$ cat src/rtl/scrambler_arb_ctrl.sv
// Round-robin controller time-sharing one 4-bit LFSR scrambler between two requesters.
// Optional macro SCR_CTX_SAVE_EN keeps a per-requester LFSR context for continuous keystreams.
module scrambler_arb_ctrl #(
    parameter logic [3:0]  DEFAULT_SEED = 4'h1,
    parameter int unsigned POP_WAIT_MAX = 4
) (
    input  logic       CLK,
    input  logic       RST,
    input  logic       req0_valid,
    input  logic       req1_valid,
    output logic       req0_ready,
    output logic       req1_ready,
    input  logic [3:0] req0_seed,
    input  logic [3:0] req1_seed,
    input  logic [3:0] req0_data,
    input  logic [3:0] req1_data,
    input  logic       req0_reseed,
    input  logic       req1_reseed,
    output logic       rsp0_valid,
    output logic       rsp1_valid,
    input  logic       rsp0_ready,
    input  logic       rsp1_ready,
    output logic [3:0] rsp0_data,
    output logic [3:0] rsp1_data,
    output logic       s_EN_seed,
    output logic [3:0] s_seed_value,
    output logic       s_EN_in,
    output logic [3:0] s_in_data,
    output logic       s_EN_out,
    input  logic [3:0] s_out,
    input  logic       s_RDY_out,
    output logic       gnt_id,
    output logic       err
);
    typedef enum logic [1:0] {IDLE, LOAD, POP, RESP} state_t;

    state_t     state, state_nxt;
    logic       last_gnt;
    logic [3:0] seed_q, data_q, pop_cnt;
    logic [3:0] seed_sel;
    logic       grant, win_id, pop_hit, pop_timeout;

`ifdef SCR_CTX_SAVE_EN
    logic [3:0] ctx0, ctx1;

    function automatic logic [3:0] lfsr_next(input logic [3:0] s);
        return s[0] ? {1'b1, s[3:2], ~s[1]} : {1'b0, s[3:1]};
    endfunction

    // The saved context stands in for the seed unless the requester asks to reseed.
    always_comb begin
        if (win_id) seed_sel = req1_reseed ? req1_seed : ctx1;
        else        seed_sel = req0_reseed ? req0_seed : ctx0;
    end

    always_ff @(posedge CLK or posedge RST) begin
        if (RST) begin
            ctx0 <= DEFAULT_SEED;
            ctx1 <= DEFAULT_SEED;
        end else if (pop_hit) begin
            if (gnt_id) ctx1 <= lfsr_next(seed_q);
            else        ctx0 <= lfsr_next(seed_q);
        end
    end
`else
    logic [4:0] unused_cfg;
    assign unused_cfg = {req0_reseed ^ req1_reseed, DEFAULT_SEED};
    assign seed_sel   = win_id ? req1_seed : req0_seed;
`endif

    always_comb begin
        state_nxt   = state;
        grant       = 1'b0;
        win_id      = 1'b0;
        pop_hit     = 1'b0;
        pop_timeout = 1'b0;
        req0_ready  = 1'b0;
        req1_ready  = 1'b0;
        unique case (state)
            IDLE: begin
                grant      = req0_valid | req1_valid;
                win_id     = (req0_valid & req1_valid) ? ~last_gnt : req1_valid;
                req0_ready = grant & ~win_id;
                req1_ready = grant & win_id;
                if (grant) state_nxt = LOAD;
            end
            LOAD: state_nxt = POP;
            POP: begin
                if (s_RDY_out) begin
                    pop_hit   = 1'b1;
                    state_nxt = RESP;
                end else if (pop_cnt == 4'(POP_WAIT_MAX - 1)) begin
                    pop_timeout = 1'b1;
                    state_nxt   = RESP;
                end
            end
            RESP: begin
                if (gnt_id ? rsp1_ready : rsp0_ready) state_nxt = IDLE;
            end
            default: state_nxt = IDLE;
        endcase
    end

    assign s_EN_seed    = (state == LOAD);
    assign s_EN_in      = (state == LOAD);
    assign s_seed_value = s_EN_seed ? seed_q : 4'h0;
    assign s_in_data    = s_EN_in ? data_q : 4'h0;
    assign s_EN_out     = pop_hit;
    assign rsp0_valid   = (state == RESP) & ~gnt_id;
    assign rsp1_valid   = (state == RESP) & gnt_id;

    always_ff @(posedge CLK or posedge RST) begin
        if (RST) begin
            state     <= IDLE;
            last_gnt  <= 1'b1;
            gnt_id    <= 1'b0;
            seed_q    <= 4'h0;
            data_q    <= 4'h0;
            pop_cnt   <= 4'h0;
            rsp0_data <= 4'h0;
            rsp1_data <= 4'h0;
            err       <= 1'b0;
        end else begin
            state <= state_nxt;
            if (grant) begin
                gnt_id   <= win_id;
                last_gnt <= win_id;
                seed_q   <= seed_sel;
                data_q   <= win_id ? req1_data : req0_data;
            end
            if (state == POP && !s_RDY_out) pop_cnt <= pop_cnt + 4'd1;
            else                            pop_cnt <= 4'h0;
            // A timed-out pop returns zero so stale scrambler output never leaks out.
            if (pop_hit || pop_timeout) begin
                if (gnt_id) rsp1_data <= pop_hit ? s_out : 4'h0;
                else        rsp0_data <= pop_hit ? s_out : 4'h0;
            end
            if (pop_timeout) err <= 1'b1;
        end
    end
endmodule

$ cat config.mk
export PLATFORM = sky130hd
export DESIGN_NAME = scrambler_arb_ctrl
export DESIGN_NICKNAME = d
export VERILOG_FILES = /design/src/rtl/scrambler_arb_ctrl.sv
export SDC_FILE = /design/constraint.sdc
export NUM_CORES = 1
export LEC_CHECK = 0
export CORE_MARGIN = 1
export CORE_UTILIZATION = 45
export CTS_BUF_LIST = sky130_fd_sc_hd__clkbuf_16
export DETAILED_ROUTE_END_ITERATION = 12
export GPL_TIMING_DRIVEN = 0
export PLACE_DENSITY = 0.84
export SLEW_MARGIN = 20
export SYNTH_ARGS = -nofsm -noshare
export SYNTH_HDL_FRONTEND = slang
export SYNTH_SLANG_ARGS = --single-unit
$ cat constraint.sdc
create_clock -name CLK -period 3.2 [get_ports CLK]
set_input_delay 0.64 -clock CLK [delete_from_list [all_inputs] [get_ports CLK]]
set_output_delay 0.64 -clock CLK [all_outputs]
set_load 0.005 [all_outputs]
== After elaboration in Yosys (flattened, before gate mapping) ==
Index checks and enable logic that the tools add are counted.
Widths: inputs -> output; s select.

* $add $sub $neg: 1
* Equality and inequality tests: 7
* Multiplexer cells: 22
* Bitwise logic cells: 9
* Reduce and logical (&&, ||, !) cells: 7

{| class="wikitable"
|+ Operators by type and width
! kind !! number
|-
| $mux 4 || 6
|-
| $mux 1 || 11
|-
| $mux 2 || 4
|-
| $pmux 2 s4 || 1
|-
| $and 1x1->1 || 5
|-
| $add 4x1->4 const B || 1
|-
| $eq 2x2->1 const B || 2
|-
| $eq 4x2->1 const B || 1
|-
| $ne 2x2->1 const B || 2
|-
| $reduce_and 2->1 || 2
|-
| $ne 3x3->1 const B || 1
|-
| $not 1->1 || 3
|-
| $reduce_and 3->1 || 1
|-
| $eq 2x1->1 const B || 1
|-
| $logic_not 2->1 || 1
|-
| $logic_and 1x1->1 || 1
|-
| $logic_not 1->1 || 1
|-
| $logic_or 1x1->1 || 1
|-
| $or 1x1->1 || 1
|}

* Register bits: 25
* Logic and storage cells: 55

== Logic depth before layout (Yosys ltp) ==
Gate-level depths: netlist of the first run.

* Depth in word-level cells: 6
* Depth in mapped cells: 7
* Mapped depth without buffers: 5

== Least setup slack after synthesis of the first run ==
OpenSTA, ideal clock, no wires.

* Path type: input-to-output
* From: input port req0_valid
* To: output port req1_ready
* Arrival time: 1105 ps
* Required time: 2560 ps
* Slack: 1455 ps
* Stages: 3
* Path buffers: 1
* Cell sequence: and2_1 -> clkbuf_1 -> nor2_1

* Word-level cells in the longest chain between the ends: 4
* Elaborated cells on any way between the ends: 5

{| class="wikitable"
|+ Ends and longest elaborated chain
! element !! RTL line !! source
|-
| from (decl) || 9 || <nowiki>input logic req0_valid,</nowiki>
|-
| $and 1x1->1 || 82 || <nowiki>win_id = (req0_valid & req1_valid) ? ~last_gnt : req1_valid;</nowiki>
|-
| $mux 1 || 82 ||
|-
| $and 1x1->1 * || 84 || <nowiki>req1_ready = grant & win_id;</nowiki>
|-
| $mux 1 * || 79 || <nowiki>unique case (state)</nowiki>
|-
| to (decl) || 12 || <nowiki>output logic req1_ready,</nowiki>
|}

Every way passes the cells marked *; elsewhere a longest branch is shown, timed or not.

== Final worst setup path of the first run ==
Same ends and word-level chain as after synthesis.

==> out/summary.txt, run 1 <==
status -> finished clean
Fmax achieved -> 0.340 GHz
worst hold path type -> flop to flop
nature of the critical path endpoint -> output pin
# nets final -> 204
Clock Tree Buf Depth -> 2
DIE HEIGHT -> 55.4 µm
commonest register cell after synthesis -> dfrtp_1
Warnings, synthesis -> 0
Initial Util -> 0.470
syn nets -> 148
required time worst endpoint -> 2.56 ns
commonest non-fill, non-tap cells in the layout -> 51 x clkdlybuf4s50_1, 24 x dfrtp_1, 16 x a22o_1
switch share -> 0.315
FILL cells -> 226
worst clock skew -> 0.00108 ns
Slew @ Worst Pin -> 0.938 ns
Hold Buf Count CTS -> 0
Antenna diodes -> 0
Root Buffer -> clkbuf_16
DRT Wirelength -> 3100 µm
Layout area overhead -> 48.9%
post-synthesis xor/xnor area fraction -> 0.0136
Hold Vio Cnt, Final -> 0
Slew Viols, Final -> 0
worst hold slack -> 0.466 ns
drt first pass iters -> 4
initial antenna violation count -> 0
Slew Limit Headroom -> 0.374
# clock sinks -> 25
Clk pwr share -> 0.172
port bufs -> 51
Synth Area in Adders -> 0.0487
RSZ-0062 raised after global routing -> no
DRC Markers -> 0
crit path DAT -> 2.30 ns
Die Area -> 3070 µm²
Async SR Flop Fraction -> 1.00
later-pin clock latency in the skew report -> 0.25 ns
sequential area share after synthesis -> 0.488
worst setup path class -> input pin to output pin
grt ovf -> 0
core footprint -> 2730 µm²
post-CTS sizing -> 0
Max Cap Viol -> 0
post-synth cell types -> 29
largest family of logic cells by synthesized area -> compound AO/OA/AOI/OAI gates
period utilization -> 0.918
drt wl/cell -> 15.5 µm
Chip Width -> 55.4 µm
Finished Layout Cells -> 200
post-synthesis instance total -> 114
routability cong. -> 0.768
total power -> 0.00157 W
critical path peak fanout -> 9
Synth Cell Area -> 1280 µm²
largest net degree at the start of global routing -> 26
most common cell after layout, fill and taps aside -> clkdlybuf4s50_1
share of layout cells above drive strength 1 -> 0.0414
simple logic cell fraction of the synthesized area -> 0.135
Synth Area in Compound Gates -> 0.265
mux cell area share after synthesis -> 0.0195
Pwr per Cell Area -> 823 nW/µm²
Fin Setup TNS -> 0 ns
Mean Syn Cell Area -> 11.3 µm²
first-pass GRT wire length -> 5400 µm
Cells after DPL -> 196
row cnt -> 19
FF+latch count, synth -> 25
antenna-violating nets left -> 0
Power Internal -> 0.00108 W
combinational cell fraction of total power -> 0.485
Reg power frac -> 0.342
setup bufs post-CTS -> 0
total CTS buffers -> 3
area of the multi-input gates -> 619 µm²
area occupied by registers -> 627 µm²
Psw -> 0.000496 W
dpl hpwl -> 2380 µm
LEAKAGE -> 0.838 nW
CTS clk-pin slew, worst paths -> 0.06 ns
H-tree lvl count -> 1
Worst VDD drop -> 686 µV
gr usage total -> 0.226
Startpoint Class -> input pin
initial drt markers -> 15
Post-synth EDFFs -> 0
via count -> 1,113
final setup vio count -> 0
number of global-route vias before repair -> 1,175
TritonCTS clock tree -> done
Top Ports -> 54
Via density -> 5.57
Final min period -> 2.94 ns
-- routing by layer --
layer	global-route usage	vias to the layer above	routed length, µm
met5	0	-	0
met4	0.0643	0	30
met3	0.0422	4	153
met2	0.417	43	1680
met1	0.265	541	1240
li1	-	525	-
-- power by group through the flow --
stage          clock (W)  combinational (W)  sequential [W]
2_1_floorplan          0           0.000417        0.000524
3_3_place_gp           0           0.000736        0.000535
3_5_place_dp           0           0.000769        0.000542
4_1_cts         0.000275           0.000772        0.000541
5_1_grt         0.000297           0.000832        0.000556
6_report        0.000271           0.000764        0.000538
-- area by class of cell --
type                       instances  area share
multi-input combinational         81       0.324
inverter                           3     0.00589
clock inverter                     1     0.00196
buffer                             5      0.0137
tap                               31      0.0203
clock buffer                       3      0.0393
timing repair buffer              51       0.267
sequential                        25       0.328
-- flip-flops by register name, indices dropped and copies added (netlist names) --
register and cells:
data_q 4, gnt_id 1, state 2, rsp1_data 4
last_gnt 1, pop_cnt 4, err 1, rsp0_data 4
seed_q 4
-- Yosys cell counts, types with 2 or more instances --
| master | number | area, µm² |
|---|---|---|
| dfrtp_1 | 24 | 601 |
| a22o_1 | 16 | 140 |
| and2_1 | 13 | 81.3 |
| o21bai_1 | 8 | 60.1 |
| o2bb2ai_1 | 8 | 70.1 |
| ha_1 | 5 | 62.6 |
| nor2_1 | 5 | 18.8 |
| nor2b_1 | 4 | 25.0 |
| a21o_1 | 3 | 22.5 |
| clkbuf_1 | 3 | 11.3 |
| inv_1 | 3 | 11.3 |
| buf_4 | 2 | 15.0 |
| nand2_1 | 2 | 7.51 |
| nor3b_1 | 2 | 15.0 |
| o21ai_1 | 2 | 10.0 |
-- through the flow --
stage / utilization / setup WS (ns) / cell area (µm²)
finish: 0.699 / 0.263 / 1910
global placement: 0.670 / 0.301 / 1830
CTS: 0.699 / 0.271 / 1910
detailed placement: 0.670 / 0.285 / 1830
floorplan: - / 1.46 / 1280
global route: 0.699 / 0.196 / 1910
-- cell families after synthesis --
logic type / after synthesis
buf+inv: 8
simple gates: 30
compound gates: 42
mux: 2
flops: 25
xor+xnor: 2
fa+ha+maj: 5
-- final timing paths --
kind                            start           end  slack, ns  cells after the start
max                        req0_valid    req1_ready       0.26                      5
min                               err           err       0.47                      1
max reg2reg                pop_cnt[0]      state[1]       1.47                      4
min reg2reg                       err           err       0.47                      1
max in group asynchronous         RST  rsp0_data[3]       1.73                      2
min in group asynchronous         RST     data_q[0]       0.89                      2
-- critical path: stages --
cell and delay, ns:
clkdlybuf4s50_1 0.48, and2_1 0.17, clkbuf_1 0.20, nor2_1 0.25, clkdlybuf4s50_1 0.55
Power figures use the tool's default switching activity.
==> run 2, diff against run 1 <==
SETUP_SLACK_MARGIN = 0.02   (was unset)
==> results of run 2 <==
No change in the layout: final DEF, timing and power equal those of run 1.
